**src/rtl/mouse_pos_sync.sv**
```systemverilog
// Moves mouse x/y/left from the controller domain onto the pixel clock and presents
// frame-stable values latched at vblank start. Define MOUSE_CLAMP_EN to clamp x/y to H_MAX/V_MAX.
module mouse_pos_sync #(
  parameter int unsigned WIDTH       = 12,
  parameter int unsigned SYNC_STAGES = 2,
  parameter int unsigned STABLE_CNT  = 3,
  parameter int unsigned H_MAX       = 1023,
  parameter int unsigned V_MAX       = 767
) (
  input  logic             clk,
  input  logic             rst,
  input  logic [WIDTH-1:0] xpos_in,
  input  logic [WIDTH-1:0] ypos_in,
  input  logic             left_in,
  input  logic             vblnk_in,
  output logic [WIDTH-1:0] xpos_out,
  output logic [WIDTH-1:0] ypos_out,
  output logic             click_out,
  output logic             valid_out
);

  localparam int unsigned CntW = $clog2(STABLE_CNT + 1);

  if (SYNC_STAGES < 2 || STABLE_CNT < 1 || (H_MAX >> WIDTH) != 0 || (V_MAX >> WIDTH) != 0)
  begin : g_bad_params
    $error("mouse_pos_sync: illegal parameter value");
  end

  logic [SYNC_STAGES-1:0][WIDTH-1:0] xsync_q, xsync_d, ysync_q, ysync_d;
  logic [SYNC_STAGES-1:0]            lsync_q, lsync_d;
  logic [2*WIDTH-1:0]                prev_q, prev_d;
  logic [CntW-1:0]                   cnt_q, cnt_d;
  logic [WIDTH-1:0]                  acc_x_q, acc_x_d, acc_y_q, acc_y_d;
  logic                              ls_prev_q, ls_prev_d;
  logic                              pend_q, pend_d;
  logic                              vblnk_low_q, vblnk_low_d;
  logic [WIDTH-1:0]                  xpos_q, xpos_d, ypos_q, ypos_d;
  logic                              click_q, click_d, valid_q, valid_d;

  logic [WIDTH-1:0] xs, ys, x_lim, y_lim;
  logic             ls, same, load, rise, lat;

  assign xs = xsync_q[SYNC_STAGES-1];
  assign ys = ysync_q[SYNC_STAGES-1];
  assign ls = lsync_q[SYNC_STAGES-1];

  always_comb begin
    xsync_d = {xsync_q[SYNC_STAGES-2:0], xpos_in};
    ysync_d = {ysync_q[SYNC_STAGES-2:0], ypos_in};
    lsync_d = {lsync_q[SYNC_STAGES-2:0], left_in};
  end

`ifdef MOUSE_CLAMP_EN
  always_comb begin
    x_lim = (xs > WIDTH'(H_MAX)) ? WIDTH'(H_MAX) : xs;
    y_lim = (ys > WIDTH'(V_MAX)) ? WIDTH'(V_MAX) : ys;
  end
`else
  always_comb begin
    x_lim = xs;
    y_lim = ys;
  end
`endif

  // A value is accepted once it has been seen on STABLE_CNT+1 consecutive samples.
  always_comb begin
    same    = ({xs, ys} == prev_q);
    load    = same && (cnt_q == CntW'(STABLE_CNT - 1));
    prev_d  = {xs, ys};
    cnt_d   = cnt_q;
    acc_x_d = acc_x_q;
    acc_y_d = acc_y_q;
    if (!same) begin
      cnt_d = '0;
    end else if (cnt_q != CntW'(STABLE_CNT)) begin
      cnt_d = cnt_q + CntW'(1);
    end
    if (load) begin
      acc_x_d = x_lim;
      acc_y_d = y_lim;
    end
  end

  // vblnk_low_q resets to 0, so a vblank already high at reset release never latches.
  always_comb begin
    rise        = ls & ~ls_prev_q;
    lat         = vblnk_in & vblnk_low_q;
    ls_prev_d   = ls;
    vblnk_low_d = ~vblnk_in;
    xpos_d      = xpos_q;
    ypos_d      = ypos_q;
    valid_d     = valid_q;
    click_d     = 1'b0;
    pend_d      = pend_q | rise;
    if (lat) begin
      xpos_d  = acc_x_q;
      ypos_d  = acc_y_q;
      valid_d = 1'b1;
      click_d = pend_q;
      pend_d  = rise;
    end
  end

  always_ff @(posedge clk or posedge rst) begin
    if (rst) begin
      xsync_q     <= '0;
      ysync_q     <= '0;
      lsync_q     <= '0;
      prev_q      <= '0;
      cnt_q       <= '0;
      acc_x_q     <= '0;
      acc_y_q     <= '0;
      ls_prev_q   <= 1'b0;
      pend_q      <= 1'b0;
      vblnk_low_q <= 1'b0;
      xpos_q      <= '0;
      ypos_q      <= '0;
      click_q     <= 1'b0;
      valid_q     <= 1'b0;
    end else begin
      xsync_q     <= xsync_d;
      ysync_q     <= ysync_d;
      lsync_q     <= lsync_d;
      prev_q      <= prev_d;
      cnt_q       <= cnt_d;
      acc_x_q     <= acc_x_d;
      acc_y_q     <= acc_y_d;
      ls_prev_q   <= ls_prev_d;
      pend_q      <= pend_d;
      vblnk_low_q <= vblnk_low_d;
      xpos_q      <= xpos_d;
      ypos_q      <= ypos_d;
      click_q     <= click_d;
      valid_q     <= valid_d;
    end
  end

  assign xpos_out  = xpos_q;
  assign ypos_out  = ypos_q;
  assign click_out = click_q;
  assign valid_out = valid_q;

endmodule

```
**config.mk**
```make
export PLATFORM = sky130hd
export DESIGN_NAME = mouse_pos_sync
export DESIGN_NICKNAME = d
export VERILOG_FILES = /design/src/rtl/mouse_pos_sync.sv
export SDC_FILE = /design/constraint.sdc
export NUM_CORES = 1
export LEC_CHECK = 0
export ABC_AREA = 0
export CAP_MARGIN = 10
export CELL_PAD_IN_SITES_DETAIL_PLACEMENT = 0
export CELL_PAD_IN_SITES_GLOBAL_PLACEMENT = 1
export CORE_MARGIN = 2
export CORE_UTILIZATION = 50
export DETAILED_ROUTE_END_ITERATION = 12
export PLACE_DENSITY = 0.81
export SYNTH_ARGS = -nofsm -noshare
export SYNTH_HDL_FRONTEND = slang
export SYNTH_SLANG_ARGS = --single-unit
```
**constraint.sdc**
```tcl
create_clock -name clk -period 13.5 [get_ports clk]
set_input_delay 2.7 -clock clk [delete_from_list [all_inputs] [get_ports clk]]
set_output_delay 2.7 -clock clk [all_outputs]
set_load 0.05 [all_outputs]
```
* Yosys cells after proc, flatten, opt, wreduce, memory -nomap -nowiden
Cells that the tools add are included.
Widths: inputs -> output; s select.
** Cells by class
- Add/subtract/negate cells :: 1
- Equal/unequal tests :: 4
- Mux-type cells :: 4
- Bitwise logic cells :: 5
- Reductions and logical operators :: 1
** Operator list (count)
- $eq 24x24->1 :: 1
- $mux 2 :: 2
- $add 2x1->2 const B :: 1
- $and 1x1->1 :: 2
- $eq 2x2->1 const B :: 1
- $mux 1 :: 2
- $ne 2x1->1 const B :: 1
- $ne 2x2->1 const B :: 1
- $not 1->1 :: 2
- $logic_and 1x1->1 :: 1
- $or 1x1->1 :: 1
** Word-level totals
- Register bits :: 129
- Input bits :: 28
- Output and inout bits :: 26
- Logic and storage cells :: 31

* Depth between registers and ports, before layout
- Depth in word-level cells :: 4
- Depth in mapped cells :: 6
- Depth with buffers taken out :: 5

* Worst setup path after synthesis
OpenSTA, ideal clock, no wires.
- Kind :: input to register
- Start :: input vblnk_in
- End :: register xpos_q[11], in the netlist xpos_out[11]
- Library setup time :: 125 ps
- Arrival :: 3594 ps
- Required time :: 13375 ps
- Path slack :: 9781 ps
- Cell stages on the path :: 3
- Buffers on the path :: 1
- Path through :: nand2_1 > clkbuf_1 > mux2_2
** Between the ends
- Longest elaborated chain between the ends :: 1
** Ends and longest elaborated chain
- from (decl) :: RTL line 15 : input logic vblnk_in,
- $and 1x1->1 :: RTL line 87 : lat = vblnk_in & vblnk_low_q;
- to (signal assigned) :: RTL line 131 : xpos_q <= xpos_d;
- to (decl) :: RTL line 37 : logic [WIDTH-1:0] xpos_q, xpos_d, ypos_q, ypos_d;
No other way between the ends.
A chain may end at the register's enable or synchronous reset.

* Worst setup path after layout
- Start :: register xpos_q[8], in the netlist xpos_out[8]
- End :: output xpos_out[8]
** RTL lines
- to (decl) :: RTL line 16 : output logic [WIDTH-1:0] xpos_out,
No word-level cell between the ends.

==> flow_metrics.py <==
metrics = {
    "outcome": {
        "outcome": "completed",
    },
    "place": {
        "number_of_buffers_inserted_by_port_buffering": 53,
        "gpl.final_weighted_congestion": 0.7041,
        "place.detailed.hpwl_um": 3725,
        "dp.cells": 387,
    },
    "detailed_routing": {
        "drt-pass1-iter-count": 4,
        "routedLengthMet1_um": 2765,
        "wl_met3_um": 251,
        "vias": 1990,
        "postRouteWirelength_um": 6210,
        "top_layer_in_use": "met4",
        "drt_first_iter_violations": 99,
        "routed_via_density": 4.738,
        "routed_wire_length_per_instance_um": 14.79,
        "route.antenna.remaining_nets": 0,
        "met2_length_um": 3084,
        "detail_route.drc_violations": 0,
    },
    "finish": {
        "filler_cell_count_in_the_final_layout": 537,
        "finalNonFillerCells": 420,
        "net_count_final": 332,
        "post_route_cells_drive_above_1_share_pct": 26.67,
        "signed_area_change_from_the_synthesized_netlist_to_the_final_layout_pct": 29.42,
        "num_antenna_cells": 0,
    },
    "worst_setup_path": {
        "cp_cell_sequence": "clkdlybuf4s50_1",
        "critical_r2r_launch": "x_lim[4]$_DFF_PP0_",
        "worst_ep_required_time_ps": 10800,
        "worst_r2r_path_depth": 5,
        "setup.worst_path.end_class": "primary output",
        "worstReg2RegEnd": "acc_x_q[0]$_DFFE_PP0P_",
        "critical_path.max_fanout": 2,
        "critical_path_class": "flop to primary output",
        "max_stage_delay_ps": 830,
        "ff2ff_setup_slack_ps": 11380,
        "worst_path_max_delay_cell": "sky130_fd_sc_hd__clkdlybuf4s50_1",
        "critical_path_cell_count": 1,
        "cp_num_buf_inv": 1,
        "worst_path_dominant_cell_family": "buffers and inverters",
        "worstSetupStartpointType": "flop",
        "worstPathArrival_ps": 1720,
    },
    "sta": {
        "finalCriticalPeriod_ps": 4420,
        "final-setup-viol-count": 0,
        "setup_tns_ps": 0,
        "period_share_pct": 32.74,
        "rsz_0062_raised_after_global_routing": "false",
        "timing_worst_slew_pin_value_ps": 942.9,
        "max_freq_ghz": 0.2263,
        "timing.final.max_slew_violations": 0,
        "finalClockSkew_ps": 9.491,
        "worst_slew_margin_rel_pct": 37.14,
        "hold_viol_final": 0,
    },
    "pwr": {
        "power.share.sequential_pct": 46.0,
        "power.internal_w": 0.0007086,
        "netsw_w": 0.0001727,
        "power_per_cell_area_nw_per_um2": 159.9,
        "power.share.combinational_pct": 3.1,
        "vdd_ir_drop_max_uv": 90.04,
        "power.leakage_nw": 2.608,
        "p_clk_share_pct": 50.9,
        "switching_share_pct": 19.60,
    },
    "synthesis": {
        "netlist-cell-type-count": 20,
        "net_count_synth": 262,
        "synth-warning-count": 0,
        "yosysSeqAreaShare_pct": 75.82,
        "syn_area_cell_um2": 18.35,
        "postSynthRegisterBits": 129,
        "syn-instance-count": 232,
        "synthesis.area_um2": 4258,
    },
    "floorplanning": {
        "dieArea_um2": 9270,
        "row_count": 33,
        "die_w_um": 96.28,
        "core_area_um2": 8217,
        "die_h_um": 96.28,
        "number_of_top_level_pins": 54,
        "floorplan.initialDensity_pct": 51.82,
    },
    "clock_network": {
        "cts_made_buffers": 17,
        "resized_gates_after_cts": 0,
        "clkLatencyLatePin_ps": 500,
        "h_tree_depth": 4,
        "cts_hold_buf": 0,
        "tritoncts": "done",
        "post-cts-setup-buffers": 0,
        "clock_tree.root_cell": "sky130_fd_sc_hd__clkbuf_8",
        "clk_pin_slew_worst_paths_ps": 50,
        "clock_sink_count": 129,
        "clockBufferDepth": 2,
    },
    "min_path": {
        "hold_path_startpoint": "ysync_d[21]$_DFF_PP0_",
        "hold-path-cell-count": 0,
        "timing.hold.worst_endpoint": "y_lim[9]$_DFF_PP0_",
        "hold_path_class": "flop to flop",
    },
    "flow_run": {
        "drv.max_cap_violation_count": 0,
    },
    "global_routing": {
        "grt_pass1_wl_um": 10520,
        "globalRoute.totalOverflow": 0,
        "grt_start_max_net_pins": 81,
        "overall_track_demand_over_capacity_in_global_routing_pct": 16.02,
        "grt_antenna_before_repair": 0,
        "first_global_vias": 2145,
    },
}
-- cell usage after synthesis --
| cell type | number | area share, % |
|---|---|---|
| sky130_fd_sc_hd__dfrtp_1 | 129 | 76 |
| sky130_fd_sc_hd__mux2_2 | 28 | 7.4 |
| sky130_fd_sc_hd__xnor2_1 | 24 | 4.9 |
| sky130_fd_sc_hd__mux2_4 | 20 | 7.1 |
| sky130_fd_sc_hd__nand4_1 | 6 | 0.88 |
| sky130_fd_sc_hd__inv_1 | 4 | 0.35 |
| sky130_fd_sc_hd__nor2_1 | 3 | 0.26 |
| sky130_fd_sc_hd__nor2_2 | 3 | 0.44 |
| sky130_fd_sc_hd__buf_6 | 2 | 0.53 |
| sky130_fd_sc_hd__ha_1 | 2 | 0.59 |
| sky130_fd_sc_hd__nand2_1 | 2 | 0.18 |
| sky130_fd_sc_hd__a21oi_1 | 1 | 0.12 |
| sky130_fd_sc_hd__and3_1 | 1 | 0.15 |
| sky130_fd_sc_hd__buf_2 | 1 | 0.12 |
| sky130_fd_sc_hd__clkbuf_1 | 1 | 0.088 |
| sky130_fd_sc_hd__nand2b_1 | 1 | 0.15 |
| sky130_fd_sc_hd__nand3_1 | 1 | 0.12 |
| sky130_fd_sc_hd__nand4_4 | 1 | 0.50 |
| sky130_fd_sc_hd__o21ai_0 | 1 | 0.12 |
| sky130_fd_sc_hd__xor2_1 | 1 | 0.21 |
-- state kept, by name (all words and copies together) (netlist names) --
signal	flops
prev_q	24
acc_x_q	12
acc_y_q	12
x_lim	12
xpos_out	12
xsync_d	12
y_lim	12
ypos_out	12
ysync_d	12
cnt_q	2
lsync_q	2
click_out	1
ls_prev_q	1
pend_q	1
valid_out	1
vblnk_low_q	1
-- power groups by stage --
| stage | registers, W | logic (W) | clock network [W] |
|---|---|---|---|
| after floorplan | 0.000411 | 0.0000151 | 0 |
| after global placement | 0.000412 | 0.0000272 | 0 |
| after detailed placement | 0.000413 | 0.0000276 | 0 |
| after CTS | 0.000406 | 0.0000279 | 0.000456 |
| after global routing | 0.000407 | 0.0000310 | 0.000474 |
| final | 0.000406 | 0.0000273 | 0.000448 |
-- metrics by stage --
stage / instance area (um^2) / power (W) / utilization (%) / setup slack, ps / hold WS (ps)
after floorplan: 4258 / 0.0004265 / - / 7359 / 331.2
after global placement: 4898 / 0.0004392 / 59.62 / 8918 / 332.0
after detailed placement: 4898 / 0.0004403 / 59.62 / 8881 / 334.7
after CTS: 5495 / 0.0008897 / 66.88 / 9053 / 348.5
after global routing: 5510 / 0.0009121 / 67.06 / 9016 / 348.3
final: 5510 / 0.0008813 / 67.06 / 9080 / 345.7
-- cell families after synthesis --
logic type,share of synthesized area (%)
buf+inv,1.087
simple gates,2.674
flops,75.82
mux,14.46
compound gates,0.2349
xor+xnor,5.143
fa+ha+maj,0.5876
-- per-layer routing --
layer	up-vias	track usage (%)
li1	922	-
met1	1011	20.50
met2	47	24.19
met3	10	5.560
met4	0	8.452
met5	-	0
-- layout by cell type (no fill, tap or decap), types with 2 or more instances in the layout --
master / count
sky130_fd_sc_hd__bufinv_16: 3
sky130_fd_sc_hd__clkbuf_1: 3
sky130_fd_sc_hd__clkbuf_16: 16
sky130_fd_sc_hd__clkbuf_8: 4
sky130_fd_sc_hd__clkdlybuf4s50_1: 53
sky130_fd_sc_hd__clkinv_2: 3
sky130_fd_sc_hd__clkinv_4: 2
sky130_fd_sc_hd__dfrtp_1: 129
sky130_fd_sc_hd__ha_1: 2
sky130_fd_sc_hd__inv_1: 3
sky130_fd_sc_hd__mux2_2: 28
sky130_fd_sc_hd__mux2_4: 20
sky130_fd_sc_hd__nand2_1: 2
sky130_fd_sc_hd__nand4_1: 6
sky130_fd_sc_hd__nor2_1: 3
sky130_fd_sc_hd__nor2_2: 3
sky130_fd_sc_hd__xnor2_1: 24
-- layout make-up --
class	count	area (um^2)	share of cell area, %
clock buffers	23	466.7	8.470
inverters	4	17.52	0.3179
clock inverters	9	130.1	2.361
flip-flops and latches	129	3228	58.58
well taps	105	131.4	2.384
multi-input cells	95	983.4	17.85
repair buffers	55	553.0	10.04
-- worst max path at each step --
stage | to | slack [ps] | start
after global placement | xpos_out[1]$_DFFE_PP0P_ | 8920 | rst
after CTS | xpos_out[8] | 9050 | xpos_out[8]$_DFFE_PP0P_
after detailed placement | xsync_d[13]$_DFF_PP0_ | 8880 | rst
after floorplan | acc_x_q[0]$_DFFE_PP0P_ | 7360 | rst
final | xpos_out[8] | 9080 | xpos_out[8]$_DFFE_PP0P_
after global routing | xpos_out[8] | 9020 | xpos_out[8]$_DFFE_PP0P_
Power figures use the tool's default switching activity.
